$ cat src/rtl/cnn_pkg.sv
// Shared types and constants for the MNIST CNN layer scheduler.
package cnn_pkg;

  localparam int NUM_LAYERS = 4;

  typedef enum logic [1:0] {
    L_CONV2 = 2'd0,
    L_CONV4 = 2'd1,
    L_FC6   = 2'd2,
    L_FC7   = 2'd3
  } layer_e;

  typedef enum logic [2:0] {
    S_IDLE  = 3'd0,
    S_START = 3'd1,
    S_SEND  = 3'd2,
    S_DRAIN = 3'd3,
    S_NEXT  = 3'd4,
    S_DONE  = 3'd5
  } sched_state_e;

endpackage

$ cat src/rtl/cnn_credit_cnt.sv
// Inflight beat counter between the sender and the receiver.
// Saturates at all-ones and holds at zero, and flags both cases.
module cnn_credit_cnt #(
  parameter int CNT_W        = 4,
  parameter int MAX_INFLIGHT = 8
) (
  input  logic             clk,
  input  logic             rst,
  input  logic             inc_i,
  input  logic             dec_i,
  input  logic             clr_i,
  output logic [CNT_W-1:0] cnt_o,
  output logic             stall_o,
  output logic             ovf_o,
  output logic             unf_o
);

  localparam logic [CNT_W-1:0] CNT_MAX = '1;
  localparam logic [CNT_W-1:0] STALL_AT = CNT_W'(MAX_INFLIGHT);

  logic [CNT_W-1:0] cnt_q, cnt_d;

  assign ovf_o = inc_i && !dec_i && (cnt_q == CNT_MAX);
  assign unf_o = dec_i && !inc_i && (cnt_q == '0);

  always_comb begin
    cnt_d = cnt_q;
    if (clr_i) begin
      cnt_d = '0;
    end else if (inc_i && !dec_i && !ovf_o) begin
      cnt_d = cnt_q + 1'b1;
    end else if (dec_i && !inc_i && !unf_o) begin
      cnt_d = cnt_q - 1'b1;
    end
  end

  always_ff @(posedge clk or posedge rst) begin
    if (rst) cnt_q <= '0;
    else     cnt_q <= cnt_d;
  end

  assign cnt_o   = cnt_q;
  assign stall_o = (cnt_q >= STALL_AT);

endmodule

$ cat src/rtl/cnn_layer_sched.sv
// Sequences one image through CONV2, CONV4, FC6, FC7 and gates each layer on a full drain.
// Define CNN_SCHED_WDOG_EN to add a drain watchdog that aborts the image after WDOG_CYCLES quiet cycles.
//
// state   | meaning
// IDLE    | waiting for img_start
// START   | layer_start pulse for layer_id
// SEND    | sender streaming, waiting for snd_done
// DRAIN   | waiting for inflight==0 and rcv_done
// NEXT    | advance layer or finish image
// DONE    | img_done pulse, back to IDLE
module cnn_layer_sched
  import cnn_pkg::*;
#(
  parameter int NUM_LAYERS   = cnn_pkg::NUM_LAYERS,
  parameter int MAX_INFLIGHT = 8,
  parameter int CNT_W        = 4,
  parameter int WDOG_CYCLES  = 1024
) (
  input  logic       clk,
  input  logic       rst,
  input  logic       img_start,
  output logic [1:0] layer_id,
  output logic       layer_start,
  input  logic       snd_done,
  input  logic       valid_i,
  input  logic       valid_o,
  input  logic       rcv_done,
  output logic       stall,
  output logic       busy,
  output logic       img_done,
  output logic       err
);

  if (WDOG_CYCLES < 2 || (1 << CNT_W) <= MAX_INFLIGHT) begin : g_bad_param
    $error("cnn_layer_sched: invalid CNT_W/MAX_INFLIGHT/WDOG_CYCLES");
  end

  sched_state_e state_q, state_d;
  layer_e       layer_q, layer_d;
  logic         rcv_seen_q, rcv_seen_d;
  logic         layer_start_q, layer_start_d;
  logic         busy_q, busy_d;
  logic         img_done_q, img_done_d;
  logic         err_q, err_d;

  logic [CNT_W-1:0] inflight;
  logic             ovf, unf, wdog_to;
  logic             active, drain_ok, last_layer, accept;

  assign active     = (state_q != S_IDLE);
  assign accept     = (state_q == S_IDLE) && img_start;
  assign last_layer = (layer_q == 2'(NUM_LAYERS - 1));
  assign drain_ok   = (state_q == S_DRAIN) && (inflight == '0) && (rcv_seen_q || rcv_done);

  cnn_credit_cnt #(
    .CNT_W       (CNT_W),
    .MAX_INFLIGHT(MAX_INFLIGHT)
  ) u_credit (
    .clk    (clk),
    .rst    (rst),
    .inc_i  (valid_i && active),
    .dec_i  (valid_o && active),
    .clr_i  (wdog_to),
    .cnt_o  (inflight),
    .stall_o(stall),
    .ovf_o  (ovf),
    .unf_o  (unf)
  );

`ifdef CNN_SCHED_WDOG_EN
  localparam int WD_W = $clog2(WDOG_CYCLES);
  logic [WD_W-1:0] wdog_q, wdog_d;

  // Any return beat or rcv_done counts as progress and restarts the window.
  always_comb begin
    wdog_d  = '0;
    wdog_to = 1'b0;
    if (state_q == S_DRAIN && !valid_o && !rcv_done) begin
      if (wdog_q == WD_W'(WDOG_CYCLES - 1)) wdog_to = 1'b1;
      else                                  wdog_d  = wdog_q + 1'b1;
    end
  end

  always_ff @(posedge clk or posedge rst) begin
    if (rst) wdog_q <= '0;
    else     wdog_q <= wdog_d;
  end
`else
  assign wdog_to = 1'b0;
`endif

  always_ff @(posedge clk or posedge rst) begin
    if (rst) begin
      state_q       <= S_IDLE;
      layer_q       <= L_CONV2;
      rcv_seen_q    <= 1'b0;
      layer_start_q <= 1'b0;
      busy_q        <= 1'b0;
      img_done_q    <= 1'b0;
      err_q         <= 1'b0;
    end else begin
      state_q       <= state_d;
      layer_q       <= layer_d;
      rcv_seen_q    <= rcv_seen_d;
      layer_start_q <= layer_start_d;
      busy_q        <= busy_d;
      img_done_q    <= img_done_d;
      err_q         <= err_d;
    end
  end

  always_comb begin
    state_d = state_q;
    unique case (state_q)
      S_IDLE:  if (img_start) state_d = S_START;
      S_START: state_d = S_SEND;
      S_SEND:  if (snd_done) state_d = S_DRAIN;
      S_DRAIN: begin
        if (wdog_to)       state_d = S_IDLE;
        else if (drain_ok) state_d = S_NEXT;
      end
      S_NEXT:  state_d = last_layer ? S_DONE : S_START;
      S_DONE:  state_d = S_IDLE;
      default: state_d = S_IDLE;
    endcase
  end

  // Registered outputs are decoded from the next state so they line up with it.
  always_comb begin
    layer_d = layer_q;
    if (state_q == S_NEXT && !last_layer)            layer_d = layer_e'(layer_q + 2'd1);
    else if (state_q == S_DONE || state_q == S_IDLE) layer_d = L_CONV2;

    rcv_seen_d = ((state_d == S_SEND) || (state_d == S_DRAIN)) &&
                 (rcv_seen_q || (rcv_done && ((state_q == S_SEND) || (state_q == S_DRAIN))));

    layer_start_d = (state_d == S_START);
    busy_d        = (state_d != S_IDLE);
    img_done_d    = (state_d == S_DONE);
    err_d         = (accept ? 1'b0 : err_q) | ovf | unf | wdog_to |
                    ((state_q == S_IDLE) && valid_o);
  end

  assign layer_id    = layer_q;
  assign layer_start = layer_start_q;
  assign busy        = busy_q;
  assign img_done    = img_done_q;
  assign err         = err_q;

endmodule

$ cat config.mk
export PLATFORM = sky130hd
export DESIGN_NAME = cnn_layer_sched
export DESIGN_NICKNAME = d
export VERILOG_FILES = /design/src/rtl/cnn_pkg.sv /design/src/rtl/cnn_credit_cnt.sv /design/src/rtl/cnn_layer_sched.sv
export SDC_FILE = /design/constraint.sdc
export NUM_CORES = 1
export LEC_CHECK = 0
export CAP_MARGIN = 20
export CORE_ASPECT_RATIO = 2
export CORE_MARGIN = 2
export CORE_UTILIZATION = 25
export DETAILED_ROUTE_END_ITERATION = 7
export PLACE_DENSITY = 0.55
export SYNTH_ARGS = -nofsm -noshare
export SYNTH_HDL_FRONTEND = slang
export SYNTH_HIERARCHICAL = 1
export SYNTH_SLANG_ARGS = --single-unit
$ cat constraint.sdc
create_clock -name clk -period 4.9 [get_ports clk]
set_input_delay 0.735 -clock clk [delete_from_list [all_inputs] [get_ports clk]]
set_output_delay 0.735 -clock clk [all_outputs]
set_load 0.005 [all_outputs]
==> Implementation_results.wiki, run 1 <==
{| class="wikitable"
! Metric !! Value
|-
| Antenna Nets Post-Route || 0
|-
| Overall via count from detail_route || 661
|-
| Final period utilization || 0.5293
|-
| Worst-case clock buffer depth || 2
|-
| Signal arrival time at the worst endpoint || 2.75 ns
|-
| Pint || 0.0004036 W
|-
| Worst setup slack after placement || 2.054 ns
|-
| Number of clock sinks || 14
|-
| Worst setup path category || in2reg
|-
| Max capacitance violation total || 0
|-
| Total of endpoints with negative setup slack in the final report || 0
|-
| Hold buffer count at cts || 0
|-
| Outcome || finished clean
|-
| Standard cell core area || 3341 µm²
|-
| Buffers added on ports || 13
|-
| Insertion delay of the later-clocked pin in the worst-skew pair || 0.25 ns
|-
| Instance area at placement || 1013 µm²
|-
| Gate count of the mapped netlist || 85
|-
| Pin count of the biggest net entering global routing || 11
|-
| Number of global-route vias before repair || 716
|-
| Routed via count divided by cell count || 4.970
|-
| Horizontal die dimension || 45.37 µm
|-
| Seq cells post-synth || 14
|-
| Number of hold-slack violations in the final timing report || 0
|-
| Endpoint kind of the worst setup timing path || flop
|-
| Share of synthesized registers carrying an async set or reset || 1.000
|-
| Fmax || 0.3856 GHz
|-
| Number of nets in the layout || 113
|-
| Leading register cell type out of synthesis || sky130_fd_sc_hd__dfrtp_1
|-
| Die area || 3935 µm²
|-
| Starting density of the core || 0.2562
|-
| Critical path data required time || 5.06 ns
|-
| Post-route standard cell area excluding fillers || 1069 µm²
|-
| Max-slew violation total from the final report || 0
|-
| Power spent charging and discharging nets || 0.0002494 W
|-
| Fraction of power consumed by the clock network || 0.173
|-
| Fraction of power spent switching nets || 0.3819
|-
| I/O pins || 14
|-
| Final period demand of the worst path || 2.593 ns
|-
| Sequential-to-total area share from yosys stat || 0.4094
|-
| Placer Congestion || 0.6688
|-
| Routed WL || 1.739 mm
|-
| Number of buffers created by CTS || 3
|-
| Post-synthesis area per instance || 10.07 µm²
|-
| Detail Placement HPWL || 1.447 mm
|-
| # fillers || 348
|-
| Post-route insts no fill || 133
|-
| Summed negative setup slack over all endpoints || 0 ns
|-
| Leakage dissipation || 0.4703 nW
|-
| Combinational power share || 0.471
|-
| Total power per unit cell area || 611.1 nW/µm²
|-
| Height of the die || 86.74 µm
|-
| Tot GR Track Use || 0.1104
|-
| 1st-pass router iterations || 4
|-
| Post-Route Skew || 0.003194 ns
|-
| Category of the worst setup path launch point || primary input
|-
| Share of final-layout standard cells stronger than drive strength 1 || 0.09901
|-
| Area added between synthesis and finish || 24.85%
|-
| Antenna diodes || 0
|-
| Initial antenna violation count || 0
|-
| Number of placed instances with taps included || 129
|-
| Routed length per placed instance || 13.08 µm
|-
| Number of setup buffers added after CTS || 0
|-
| Combined area of all synthesized cells || 855.8 µm²
|-
| Sequential power share || 0.356
|-
| Number of violations reported at the end of detailed-routing iteration 0 || 10
|-
| Number of enable flip-flop cells after synthesis || 0
|-
| Clock tree from TritonCTS || built
|-
| Final worst slack || 2.307 ns
|-
| Total grt overflow || 0
|-
| VDD IR-drop max || 0.3042 mV
|-
| Wire length of the first global-routing pass || 3.194 mm
|-
| Post-cts resize count || 0
|-
| Number of levels in the clock H-tree || 1
|-
| Clock-pin slew on the worst setup and hold paths || 0.06 ns
|-
| Number of design rule violations left after detail routing || 0
|-
| Path type of the worst min-delay path || reg2reg
|-
| Final Total Pwr || 0.0006530 W
|-
| Yosys synthesis warning count || 6
|-
| Netlist cell types || 35
|-
| Unrepaired setup endpoints after global routing || false
|-
| Floorplan row count || 30
|-
| Master cell of the clock root buffer || sky130_fd_sc_hd__clkbuf_8
|-
| Max Fanout on Critical Path || 4
|}
-- cells in the final DEF, fill, tap and decap left out, types with 2 or more instances in the layout --
master and count:
sky130_fd_sc_hd__clkdlybuf4s50_1 13, sky130_fd_sc_hd__mux2i_1 3, sky130_fd_sc_hd__a21o_1 2, sky130_fd_sc_hd__nor2b_1 5, sky130_fd_sc_hd__nand2b_1 4, sky130_fd_sc_hd__clkbuf_8 4, sky130_fd_sc_hd__conb_1 4, sky130_fd_sc_hd__xnor2_1 2
sky130_fd_sc_hd__ha_1 3, sky130_fd_sc_hd__nor2_1 9, sky130_fd_sc_hd__dfrtp_1 14, sky130_fd_sc_hd__o2bb2ai_1 2, sky130_fd_sc_hd__inv_1 6, sky130_fd_sc_hd__a21oi_1 5, sky130_fd_sc_hd__nor3_1 5, sky130_fd_sc_hd__nand3_1 2
-- layout make-up --
cell class / count / area [µm²] / share of cell area
Multi-Input combinational cell: 64 / 470.5 / 0.4403
Sequential cell: 14 / 350.3 / 0.3279
Timing Repair Buffer: 13 / 130.1 / 0.1218
Clock buffer: 4 / 55.05 / 0.05152
Tap cell: 32 / 40.04 / 0.03747
Inverter: 6 / 22.52 / 0.02108
-- flip-flops by register name, indices dropped and copies added, names as in the netlist --
| name | count |
|---|---|
| busy | 1 |
| state_q | 3 |
| img_done | 1 |
| rcv_seen_q | 1 |
| layer_id | 2 |
| err | 1 |
| layer_start | 1 |
| u_credit/cnt_o | 4 |
-- metrics by stage --
step | util | hold slack (ns)
after detailed placement | 0.3034 | 0.5679
after CTS | 0.3199 | 0.5835
after global routing | 0.3199 | 0.6068
final | 0.3199 | 0.5794
after global placement | 0.3034 | 0.5321
after floorplan | - | 0.5011
-- metal layers --
metal | vias to the layer above | track usage | wire length (µm)
met5 | - | 0 | 0
met1 | 316 | 0.1176 | 644
met2 | 11 | 0.1961 | 1020
met3 | 4 | 0.01250 | 31
met4 | 0 | 0.06417 | 42
li1 | 330 | - | -
-- kinds of logic (layout without fill, tap and decap cells) --
family / after synthesis / after routing / share of synthesized area
AO/OA/AOI/OAI: 19 / 19 / 0.1798
XOR/XNOR: 2 / 2 / 0.02047
adder cells (fa/ha/maj): 4 / 4 / 0.06726
buffers and inverters: 10 / 23 / 0.05409
flip-flops: 14 / 14 / 0.4094
multiplexers: 3 / 3 / 0.03509
other: 1 / 4 / 0.004382
AND/OR/NAND/NOR: 32 / 32 / 0.2295
-- final timing paths --
check / to / slack [ns] / from / cells after the start
setup / recovery: u_credit/cnt_o[3]$_DFFE_PP0P_ / 2.31 / valid_i / 9
min in group asynchronous: u_credit/cnt_o[0]$_DFFE_PP0P_ / 0.70 / rst / 2
max in group asynchronous: layer_id[1]$_DFFE_PP0P_ / 3.82 / rst / 2
hold reg to reg: layer_id[1]$_DFFE_PP0P_ / 0.58 / layer_id[1]$_DFFE_PP0P_ / 1
hold / removal: layer_id[1]$_DFFE_PP0P_ / 0.58 / layer_id[1]$_DFFE_PP0P_ / 1
setup reg to reg: u_credit/cnt_o[3]$_DFFE_PP0P_ / 2.48 / state_q[1]$_DFF_PP0_ / 9
-- cells in the mapped netlist (2+ instances only) --
| library cell | count | share of area |
|---|---|---|
| sky130_fd_sc_hd__nor2b_1 | 5 | 0.037 |
| sky130_fd_sc_hd__inv_1 | 6 | 0.026 |
| sky130_fd_sc_hd__a21o_1 | 2 | 0.018 |
| sky130_fd_sc_hd__nor2_1 | 9 | 0.039 |
| sky130_fd_sc_hd__nand2b_1 | 4 | 0.029 |
| sky130_fd_sc_hd__ha_1 | 3 | 0.044 |
| sky130_fd_sc_hd__nand3_1 | 2 | 0.012 |
| sky130_fd_sc_hd__clkbuf_1 | 2 | 0.0088 |
| sky130_fd_sc_hd__dfrtp_1 | 14 | 0.41 |
| sky130_fd_sc_hd__a21oi_1 | 5 | 0.029 |
| sky130_fd_sc_hd__o2bb2ai_1 | 2 | 0.020 |
| sky130_fd_sc_hd__nor3_1 | 5 | 0.029 |
| sky130_fd_sc_hd__xnor2_1 | 2 | 0.020 |
| sky130_fd_sc_hd__mux2i_1 | 3 | 0.035 |
-- worst max-delay path, cell delays in order --
cell,delay (ns)
sky130_fd_sc_hd__clkdlybuf4s50_1,0.45
sky130_fd_sc_hd__nor2b_1,0.21
sky130_fd_sc_hd__nor2b_1,0.28
sky130_fd_sc_hd__nand2_1,0.15
sky130_fd_sc_hd__ha_1,0.29
sky130_fd_sc_hd__a21o_2,0.20
sky130_fd_sc_hd__a21oi_1,0.18
sky130_fd_sc_hd__a21oi_1,0.06
sky130_fd_sc_hd__a211oi_1,0.19
-- power by group through the flow --
stage	Combinational, W	Clock [W]	Sequential, W
after floorplan	0.000270	0	0.000199
after global placement	0.000302	0	0.000235
after detailed placement	0.000312	0	0.000235
after CTS	0.000313	0.000117	0.000233
after global routing	0.000350	0.000123	0.000245
final	0.000308	0.000113	0.000232
(Power assumes the default switching activity.)
==> run 2, diff against run 1 <==
--- a/config.mk
+++ b/config.mk
@@ -10,7 +10,7 @@
 export CORE_MARGIN = 2
 export CORE_UTILIZATION = 25
 export DETAILED_ROUTE_END_ITERATION = 7
-export PLACE_DENSITY = 0.55
+export PLACE_DENSITY = 0.56
 export SYNTH_ARGS = -nofsm -noshare
 export SYNTH_HDL_FRONTEND = slang
 export SYNTH_HIERARCHICAL = 1
==> constraint.sdc (replaced) <==
create_clock -name clk -period 2.2 [get_ports clk]
set_input_delay 0.33 -clock clk [delete_from_list [all_inputs] [get_ports clk]]
set_output_delay 0.33 -clock clk [all_outputs]
set_load 0.005 [all_outputs]
==> run 2 against run 1 <==
  * Count of clock-buffer cells in the layout stayed put
  * Clock skew hardly changed
  * Worst setup slack worse by 2.2 ns
  * Clock power is 120% higher
  * Wire length is 7.6% higher
  * First-iteration DRC count is 60% higher
==> Implementation_results.wiki, run 2 (synthesis gave the netlist of run 1 again) <==
{| class="wikitable"
! Metric !! Value
|-
| Antenna diodes || 0 (unchanged)
|-
| Most common cell after layout, fill and taps aside || sky130_fd_sc_hd__dfrtp_1 (unchanged)
|-
| Outcome || finished clean (unchanged)
|-
| Number of global-route vias before repair || 730 (was 716)
|-
| Wire length of the first global-routing pass || 3.291 mm (was 3.194 mm)
|-
| Max Fanout on Critical Path || 4 (unchanged)
|-
| Master cell of the clock root buffer || sky130_fd_sc_hd__clkbuf_8 (unchanged)
|-
| Signal arrival time at the worst endpoint || 2.22 ns (was 2.75 ns)
|-
| Number of hold-slack violations in the final timing report || 0 (unchanged)
|-
| Endpoint kind of the worst setup timing path || flop (unchanged)
|-
| Fraction of the core area covered by cells at the end of the flow || 0.3457 (was 0.3199)
|-
| Crit-path max cell delay || 0.39 ns (was 0.45 ns)
|-
| Height of the die || 86.74 µm (unchanged)
|-
| Top library cells by usage in the layout, fill and taps aside || 14 x sky130_fd_sc_hd__dfrtp_1, 13 x sky130_fd_sc_hd__clkdlybuf4s50_1, 9 x sky130_fd_sc_hd__nor2_1, 8 x sky130_fd_sc_hd__buf_4, 6 x sky130_fd_sc_hd__inv_1 (was 14 x sky130_fd_sc_hd__dfrtp_1, 13 x sky130_fd_sc_hd__clkdlybuf4s50_1, 9 x sky130_fd_sc_hd__nor2_1, 6 x sky130_fd_sc_hd__inv_1)
|-
| Number of violations reported at the end of detailed-routing iteration 0 || 16 (was 10)
|-
| Final period demand of the worst path || 2.059 ns
|-
| Floorplan row count || 30 (unchanged)
|-
| Number of buffers created by CTS || 3 (unchanged)
|-
| Pin count of the biggest net entering global routing || 11 (unchanged)
|-
| Total power per unit cell area || 1383 nW/µm² (was 611.1 nW/µm²)
|-
| Post-Route Skew || 0.003287 ns (was 0.003194 ns)
|-
| Area added between synthesis and finish || 34.94% (was 24.85%)
|-
| Worst setup path category || reg2reg (was in2reg)
|-
| Number of design rule violations left after detail routing || 0 (unchanged)
|-
| Initial antenna violation count || 0 (unchanged)
|-
| Leakage dissipation || 0.5133 nW (was 0.4703 nW)
|-
| Number of clock sinks || 14 (unchanged)
|-
| Routed length per placed instance || 13.27 µm (was 13.08 µm)
|-
| Insertion delay of the later-clocked pin in the worst-skew pair || 0.25 ns (about the same)
|-
| Tot GR Track Use || 0.1144 (was 0.1104)
|-
| Clock tree from TritonCTS || built (unchanged)
|-
| Antenna Nets Post-Route || 0 (unchanged)
|-
| Cell count of the worst reg-to-reg path || 10 (was 9)
|-
| Post-route standard cell area excluding fillers || 1155 µm² (was 1069 µm²)
|-
| Capture point of the worst reg-to-reg path || u_credit/cnt_o[3]$_DFFE_PP0P_ (unchanged)
|-
| Buffers added on ports || 13 (unchanged)
|-
| Routed WL || 1.871 mm (was 1.739 mm)
|-
| Max FFs per register || 4 (unchanged)
|-
| Die area || 3935 µm² (unchanged)
|-
| VDD IR-drop max || 0.6244 mV (was 0.3042 mV)
|-
| CP dominant cell by count || sky130_fd_sc_hd__nor2b_1
|-
| Horizontal die dimension || 45.37 µm (unchanged)
|-
| Placer Congestion || 0.7089 (was 0.6688)
|-
| Overall via count from detail_route || 700 (was 661)
|-
| Clock-pin slew on the worst setup and hold paths || 0.06 ns (about the same)
|-
| Instance area at placement || 1074 µm² (was 1013 µm²)
|-
| Category of the worst setup path launch point || flop (was primary input)
|-
| Total grt overflow || 0 (unchanged)
|-
| Max capacitance violation total || 0 (unchanged)
|-
| Critical path data required time || 2.36 ns (was 5.06 ns)
|-
| Max-slew violation total from the final report || 0 (unchanged)
|-
| Fmax || 0.4857 GHz
|-
| 1st-pass router iterations || 4 (unchanged)
|-
| Number of nets in the layout || 121 (was 113)
|-
| Path type of the worst min-delay path || in2async (was reg2reg)
|-
| Worst-case clock buffer depth || 2 (unchanged)
|-
| Hold buffer count at cts || 0 (unchanged)
|-
| Number of levels in the clock H-tree || 1 (unchanged)
|-
| Final period utilization || 0.9358
|-
| Routed via count divided by cell count || 4.965 (was 4.970)
|-
| Standard cell core area || 3341 µm² (unchanged)
|-
| I/O pins || 14 (unchanged)
|-
| Worst path slowest cell || sky130_fd_sc_hd__dfrtp_1 (was sky130_fd_sc_hd__clkdlybuf4s50_1)
|-
| Post-route worst hold slack || 0.2929 ns (was 0.5794 ns)
|-
| Starting density of the core || 0.2562 (unchanged)
|-
| Final worst slack || 0.1412 ns (was 2.307 ns)
|-
| Share of final-layout standard cells stronger than drive strength 1 || 0.2018 (was 0.09901)
|-
| Summed negative setup slack over all endpoints || 0 ns (unchanged)
|-
| Critical Path, Cell by Cell || nor3_2 -> buf_4 -> nor2b_1 -> nor2b_1 -> nand2_1 -> ha_1 -> a21o_2 -> a21oi_2 -> a21oi_1 -> a211oi_2 (was clkdlybuf4s50_1 -> nor2b_1 -> nor2b_1 -> nand2_1 -> ha_1 -> a21o_2 -> a21oi_1 -> a21oi_1 -> a211oi_1)
|-
| Worst setup slack after placement || -0.06279 ns (was 2.054 ns)
|-
| Register-to-Register Setup Slack || 0.14 ns (was 2.48 ns)
|-
| Detail Placement HPWL || 1.516 mm (was 1.447 mm)
|-
| Launch instance of the worst register-to-register path || state_q[2]$_DFF_PP0_ (was state_q[1]$_DFF_PP0_)
|-
| Total of endpoints with negative setup slack in the final report || 0 (unchanged)
|}
run 2: worst max-delay path by stage:
stage,endpoint,from,slack [ns]
detailed placement,u_credit/cnt_o[3]$_DFFE_PP0P_,valid_i,-0.06
global route,u_credit/cnt_o[3]$_DFFE_PP0P_,state_q[2]$_DFF_PP0_,-0.02
global placement,u_credit/cnt_o[3]$_DFFE_PP0P_,valid_i,0.03
CTS,u_credit/cnt_o[3]$_DFFE_PP0P_,state_q[1]$_DFF_PP0_,0.05
floorplan,u_credit/cnt_o[3]$_DFFE_PP0P_,state_q[1]$_DFF_PP0_,0.0009
finish,u_credit/cnt_o[3]$_DFFE_PP0P_,state_q[2]$_DFF_PP0_,0.14
run 2: cell type report:
type / instances / area, µm²
inverters: 6 / 22.52
multi-input cells: 64 / 496.7
well taps: 32 / 40.04
clock buffers: 4 / 55.05
flip-flops and latches: 14 / 350.3
repair buffers: 21 / 190.2
fillers: 346 / 2186
run 2: timing repair:
item | 4_1_cts | 5_1_grt
gates resized for setup | 0 | 4
setup endpoints to repair | 0 | 1
setup buffers | 0 | 0
run 2: layer usage:
| layer | up-vias | part of all wire | global-route usage | wire [µm] |
|---|---|---|---|---|
| met5 | - | 0 | 0 | 0 |
| met4 | 0 | 0.019 | 0.05615 | 35 |
| met3 | 4 | 0.029 | 0.01875 | 54 |
| met2 | 12 | 0.59 | 0.2117 | 1104 |
| met1 | 336 | 0.36 | 0.1147 | 676 |
| li1 | 348 | - | - | - |
run 2: critical path, delay by kind of cell, from the launching register on:
| family | cells | cell delay (ns) |
|---|---|---|
| fa+ha+maj | 1 | 0.27 |
| compound gates | 4 | 0.65 |
| simple gates | 4 | 0.51 |
| flops | 1 | 0.39 |
| buf+inv | 1 | 0.16 |
run 2: where the power goes:
| group | internal (W) | switching (W) | total (W) |
|---|---|---|---|
| sequential | 0.000357 | 0.000102 | 0.000458 |
| clock | 0.000159 | 0.0000928 | 0.000251 |
| combinational | 0.000479 | 0.000409 | 0.000888 |
run 2: per-stage QoR:
| stage | total power, W | cells |
|---|---|---|
| global route | 0.001744 | 141 |
| detailed placement | 0.001311 | 137 |
| global placement | 0.001283 | 137 |
| finish | 0.001597 | 141 |
| floorplan | 0.001045 | 88 |
| CTS | 0.001569 | 141 |
==> run 3, diff against run 2 <==
--- a/config.mk
+++ b/config.mk
@@ -7,10 +7,11 @@
 export LEC_CHECK = 0
 export CAP_MARGIN = 20
 export CORE_ASPECT_RATIO = 2
-export CORE_MARGIN = 2
+export CORE_MARGIN = 5
 export CORE_UTILIZATION = 25
 export DETAILED_ROUTE_END_ITERATION = 7
 export PLACE_DENSITY = 0.56
+export SETUP_SLACK_MARGIN = 0.05
 export SYNTH_ARGS = -nofsm -noshare
 export SYNTH_HDL_FRONTEND = slang
 export SYNTH_HIERARCHICAL = 1
==> run 3 against run 2 <==
  * Wire length increased by 3.9%
  * Final area decreased by 1.1%
  * Clock skew decreased by 0.0016 ns
  * Count of clock-buffer cells in the layout decreased by 1
  * Sequential share of layout area increased by 0.33 points
  * Global-route usage decreased by 2.0 points
  * Utilization decreased by 0.37 points
  * Register-to-register slack improved by 0.09 ns
  * Sequential power increased by 2%
  * Critical path type unchanged
  * Largest cell class unchanged
  * Largest power group unchanged
  * Highest routed layer unchanged
==> Implementation_results.wiki, run 3 (synthesis gave the netlist of run 1 again) <==
{| class="wikitable"
! Metric !! Value
|-
| Outcome || finished clean (unchanged)
|-
| Pint || 0.0009449 W (was 0.0009937 W)
|-
| Launch instance of the worst register-to-register path || state_q[2]$_DFF_PP0_ (unchanged)
|-
| Worst path bufs/invs || 0 (was 1)
|-
| Final period utilization || 0.8957 (was 0.9358)
|-
| Top library cells by usage in the layout, fill and taps aside || 14 x sky130_fd_sc_hd__dfrtp_1, 13 x sky130_fd_sc_hd__clkdlybuf4s50_1, 9 x sky130_fd_sc_hd__nor2_1, 7 x sky130_fd_sc_hd__buf_4, 6 x sky130_fd_sc_hd__inv_1 (was 14 x sky130_fd_sc_hd__dfrtp_1, 13 x sky130_fd_sc_hd__clkdlybuf4s50_1, 9 x sky130_fd_sc_hd__nor2_1, 8 x sky130_fd_sc_hd__buf_4, 6 x sky130_fd_sc_hd__inv_1)
|-
| Share of final-layout standard cells stronger than drive strength 1 || 0.2056 (was 0.2018)
|-
| Critical Path, Cell by Cell || nor3_4 -> nor2b_4 -> nor2b_4 -> nand2_2 -> ha_1 -> a21o_2 -> a21oi_2 -> a21oi_1 -> a211oi_1 (was nor3_2 -> buf_4 -> nor2b_1 -> nor2b_1 -> nand2_1 -> ha_1 -> a21o_2 -> a21oi_2 -> a21oi_1 -> a211oi_2)
|-
| # fillers || 355 (was 346)
|-
| Max capacitance violation total || 0 (unchanged)
|-
| Max FFs per register || 4 (unchanged)
|-
| Kind of cell with the highest combined delay on the critical path || simple AND/OR/NAND/NOR gates (was compound AO/OA/AOI/OAI gates)
|-
| Category of the worst setup path launch point || flop (unchanged)
|-
| Final period demand of the worst path || 1.971 ns (was 2.059 ns)
|-
| 1st-pass router iterations || 4 (unchanged)
|-
| Number of clock sinks || 14 (unchanged)
|-
| Power spent charging and discharging nets || 0.0006106 W (was 0.0006038 W)
|-
| Total grt overflow || 0 (unchanged)
|-
| Max Fanout on Critical Path || 4 (unchanged)
|-
| Antenna Nets Post-Route || 0 (unchanged)
|-
| Buffers added on ports || 13 (unchanged)
|-
| Final worst slack || 0.2294 ns (was 0.1412 ns)
|-
| Total power per unit cell area || 1362 nW/µm² (was 1383 nW/µm²)
|-
| Max-slew violation total from the final report || 0 (unchanged)
|-
| Path type of the worst min-delay path || in2async (unchanged)
|-
| Number of violations reported at the end of detailed-routing iteration 0 || 15 (was 16)
|-
| Die area || 4764 µm² (was 3935 µm²)
|-
| Master cell of the clock root buffer || sky130_fd_sc_hd__clkbuf_8 (unchanged)
|-
| Insertion delay of the later-clocked pin in the worst-skew pair || 0.25 ns (about the same)
|-
| Worst path slowest cell || sky130_fd_sc_hd__dfrtp_1 (unchanged)
|-
| Capture point of the worst reg-to-reg path || u_credit/cnt_o[3]$_DFFE_PP0P_ (unchanged)
|-
| Crit-path max cell delay || 0.42 ns (was 0.39 ns)
|-
| Sequential power share || 0.301 (was 0.287)
|-
| Number of levels in the clock H-tree || 1 (unchanged)
|-
| Leakage dissipation || 0.5111 nW (was 0.5133 nW)
|-
| Fraction of the core area covered by cells at the end of the flow || 0.3419 (was 0.3457)
|-
| Critical path data required time || 2.36 ns (about the same)
|-
| Unrepaired setup endpoints after global routing || false
|-
| Detail Placement HPWL || 1.586 mm (was 1.516 mm)
|-
| I/O pins || 14 (unchanged)
|-
| Standard cell core area || 3341 µm² (unchanged)
|-
| Register-to-Register Setup Slack || 0.23 ns (was 0.14 ns)
|-
| Clock-pin slew on the worst setup and hold paths || 0.06 ns (about the same)
|-
| Routed WL || 1.944 mm (was 1.871 mm)
|-
| Height of the die || 92.74 µm (was 86.74 µm)
|-
| Pin count of the biggest net entering global routing || 11 (unchanged)
|-
| Signal arrival time at the worst endpoint || 2.13 ns (was 2.22 ns)
|-
| Number of buffers created by CTS || 3 (unchanged)
|-
| VDD IR-drop max || 0.6573 mV (was 0.6244 mV)
|-
| Most common cell after layout, fill and taps aside || sky130_fd_sc_hd__dfrtp_1 (unchanged)
|-
| Horizontal die dimension || 51.37 µm (was 45.37 µm)
|-
| CP dominant cell by count || sky130_fd_sc_hd__nor2b_4 (was sky130_fd_sc_hd__nor2b_1)
|-
| Tot GR Track Use || 0.09441 (was 0.1144)
|-
| Number of design rule violations left after detail routing || 0 (unchanged)
|-
| Endpoint kind of the worst setup timing path || flop (unchanged)
|-
| Placer Congestion || 0.7772 (was 0.7089)
|-
| Summed negative setup slack over all endpoints || 0 ns (unchanged)
|-
| Total of endpoints with negative setup slack in the final report || 0 (unchanged)
|-
| Overall via count from detail_route || 695 (was 700)
|-
| Post-route insts no fill || 139 (was 141)
|-
| Number of nets in the layout || 120 (was 121)
|-
| Worst setup path category || reg2reg (unchanged)
|-
| Number of hold-slack violations in the final timing report || 0 (unchanged)
|-
| Routed via count divided by cell count || 5.000 (was 4.965)
|-
| Number of global-route vias before repair || 760 (was 730)
|-
| Number of placed instances with taps included || 135 (was 137)
|-
| Wire length of the first global-routing pass || 3.346 mm (was 3.291 mm)
|-
| Antenna diodes || 0 (unchanged)
|-
| Fraction of power spent switching nets || 0.3925 (was 0.3780)
|-
| Timing startpoint of the critical path || state_q[2]$_DFF_PP0_ (unchanged)
|-
| Cell count of the worst reg-to-reg path || 9 (was 10)
|-
| Combinational power share || 0.559 (was 0.556)
|-
| Area added between synthesis and finish || 33.48% (was 34.94%)
|-
| Worst-case clock buffer depth || 2 (unchanged)
|-
| Floorplan row count || 30 (unchanged)
|-
| Fmax || 0.5075 GHz (was 0.4857 GHz)
|-
| Clock tree from TritonCTS || built (unchanged)
|-
| Initial antenna violation count || 0 (unchanged)
|-
| Post-Route Skew || 0.001679 ns (was 0.003287 ns)
|-
| Routed length per placed instance || 13.99 µm (was 13.27 µm)
|-
| Starting density of the core || 0.2562 (unchanged)
|-
| Worst setup slack after placement || -0.1182 ns (was -0.06279 ns)
|-
| Fraction of power consumed by the clock network || 0.140 (was 0.157)
|}
[run 3: final cells by class]
type | count | area, µm² | area share
multi-input cells | 64 | 505.5 | 0.4425
flip-flops and latches | 14 | 350.3 | 0.3067
repair buffers | 20 | 182.7 | 0.1599
clock buffers | 3 | 41.29 | 0.03614
well taps | 32 | 40.04 | 0.03505
inverters | 6 | 22.52 | 0.01972
[run 3: worst max path at each step]
stage	cells past startpoint	endpoint	slack, ns
global placement	9	u_credit/cnt_o[3]$_DFFE_PP0P_	0.009
floorplan	10	u_credit/cnt_o[3]$_DFFE_PP0P_	0.07
CTS	9	u_credit/cnt_o[3]$_DFFE_PP0P_	0.08
global route	9	u_credit/cnt_o[3]$_DFFE_PP0P_	0.09
detailed placement	9	u_credit/cnt_o[3]$_DFFE_PP0P_	-0.12
finish	9	u_credit/cnt_o[3]$_DFFE_PP0P_	0.23
[run 3: stage by stage]
step | total power (W) | hold slack, ns | cell area, µm²
2_1_floorplan | 0.001052 | 0.09608 | 872.1
3_3_place_gp | 0.001279 | 0.5248 | 1064
3_5_place_dp | 0.001305 | 0.5541 | 1064
4_1_cts | 0.001540 | 0.2951 | 1111
5_1_grt | 0.001694 | 0.3261 | 1142
6_report | 0.001556 | 0.2864 | 1142
[run 3: power groups by stage]
| stage | Sequential [W] | Combinational, W | Clock (W) |
|---|---|---|---|
| after floorplan | 0.000443 | 0.000609 | 0 |
| after global placement | 0.000463 | 0.000817 | 0 |
| after detailed placement | 0.000466 | 0.000838 | 0 |
| after CTS | 0.000471 | 0.000846 | 0.000223 |
| after global routing | 0.000487 | 0.000973 | 0.000235 |
| final | 0.000468 | 0.000869 | 0.000218 |
[run 3: timing repair]
| item | in CTS | in global routing |
|---|---|---|
| resized for setup | 1 | 7 |
| setup endpoints to repair | 1 | 1 |
| hold buffers | 0 | 0 |
| pin swaps | 0 | 3 |
| setup buffers | 0 | 1 |
| hold endpoints to repair | 0 | 0 |
[run 3: routing by layer]
layer | GRT usage | vias to the layer above | routed length, µm
met2 | 0.1755 | 17 | 1162
met5 | 0 | - | 0
met3 | 0.01449 | 7 | 63
met4 | 0.06783 | 0 | 84
li1 | - | 340 | -
met1 | 0.08726 | 331 | 634
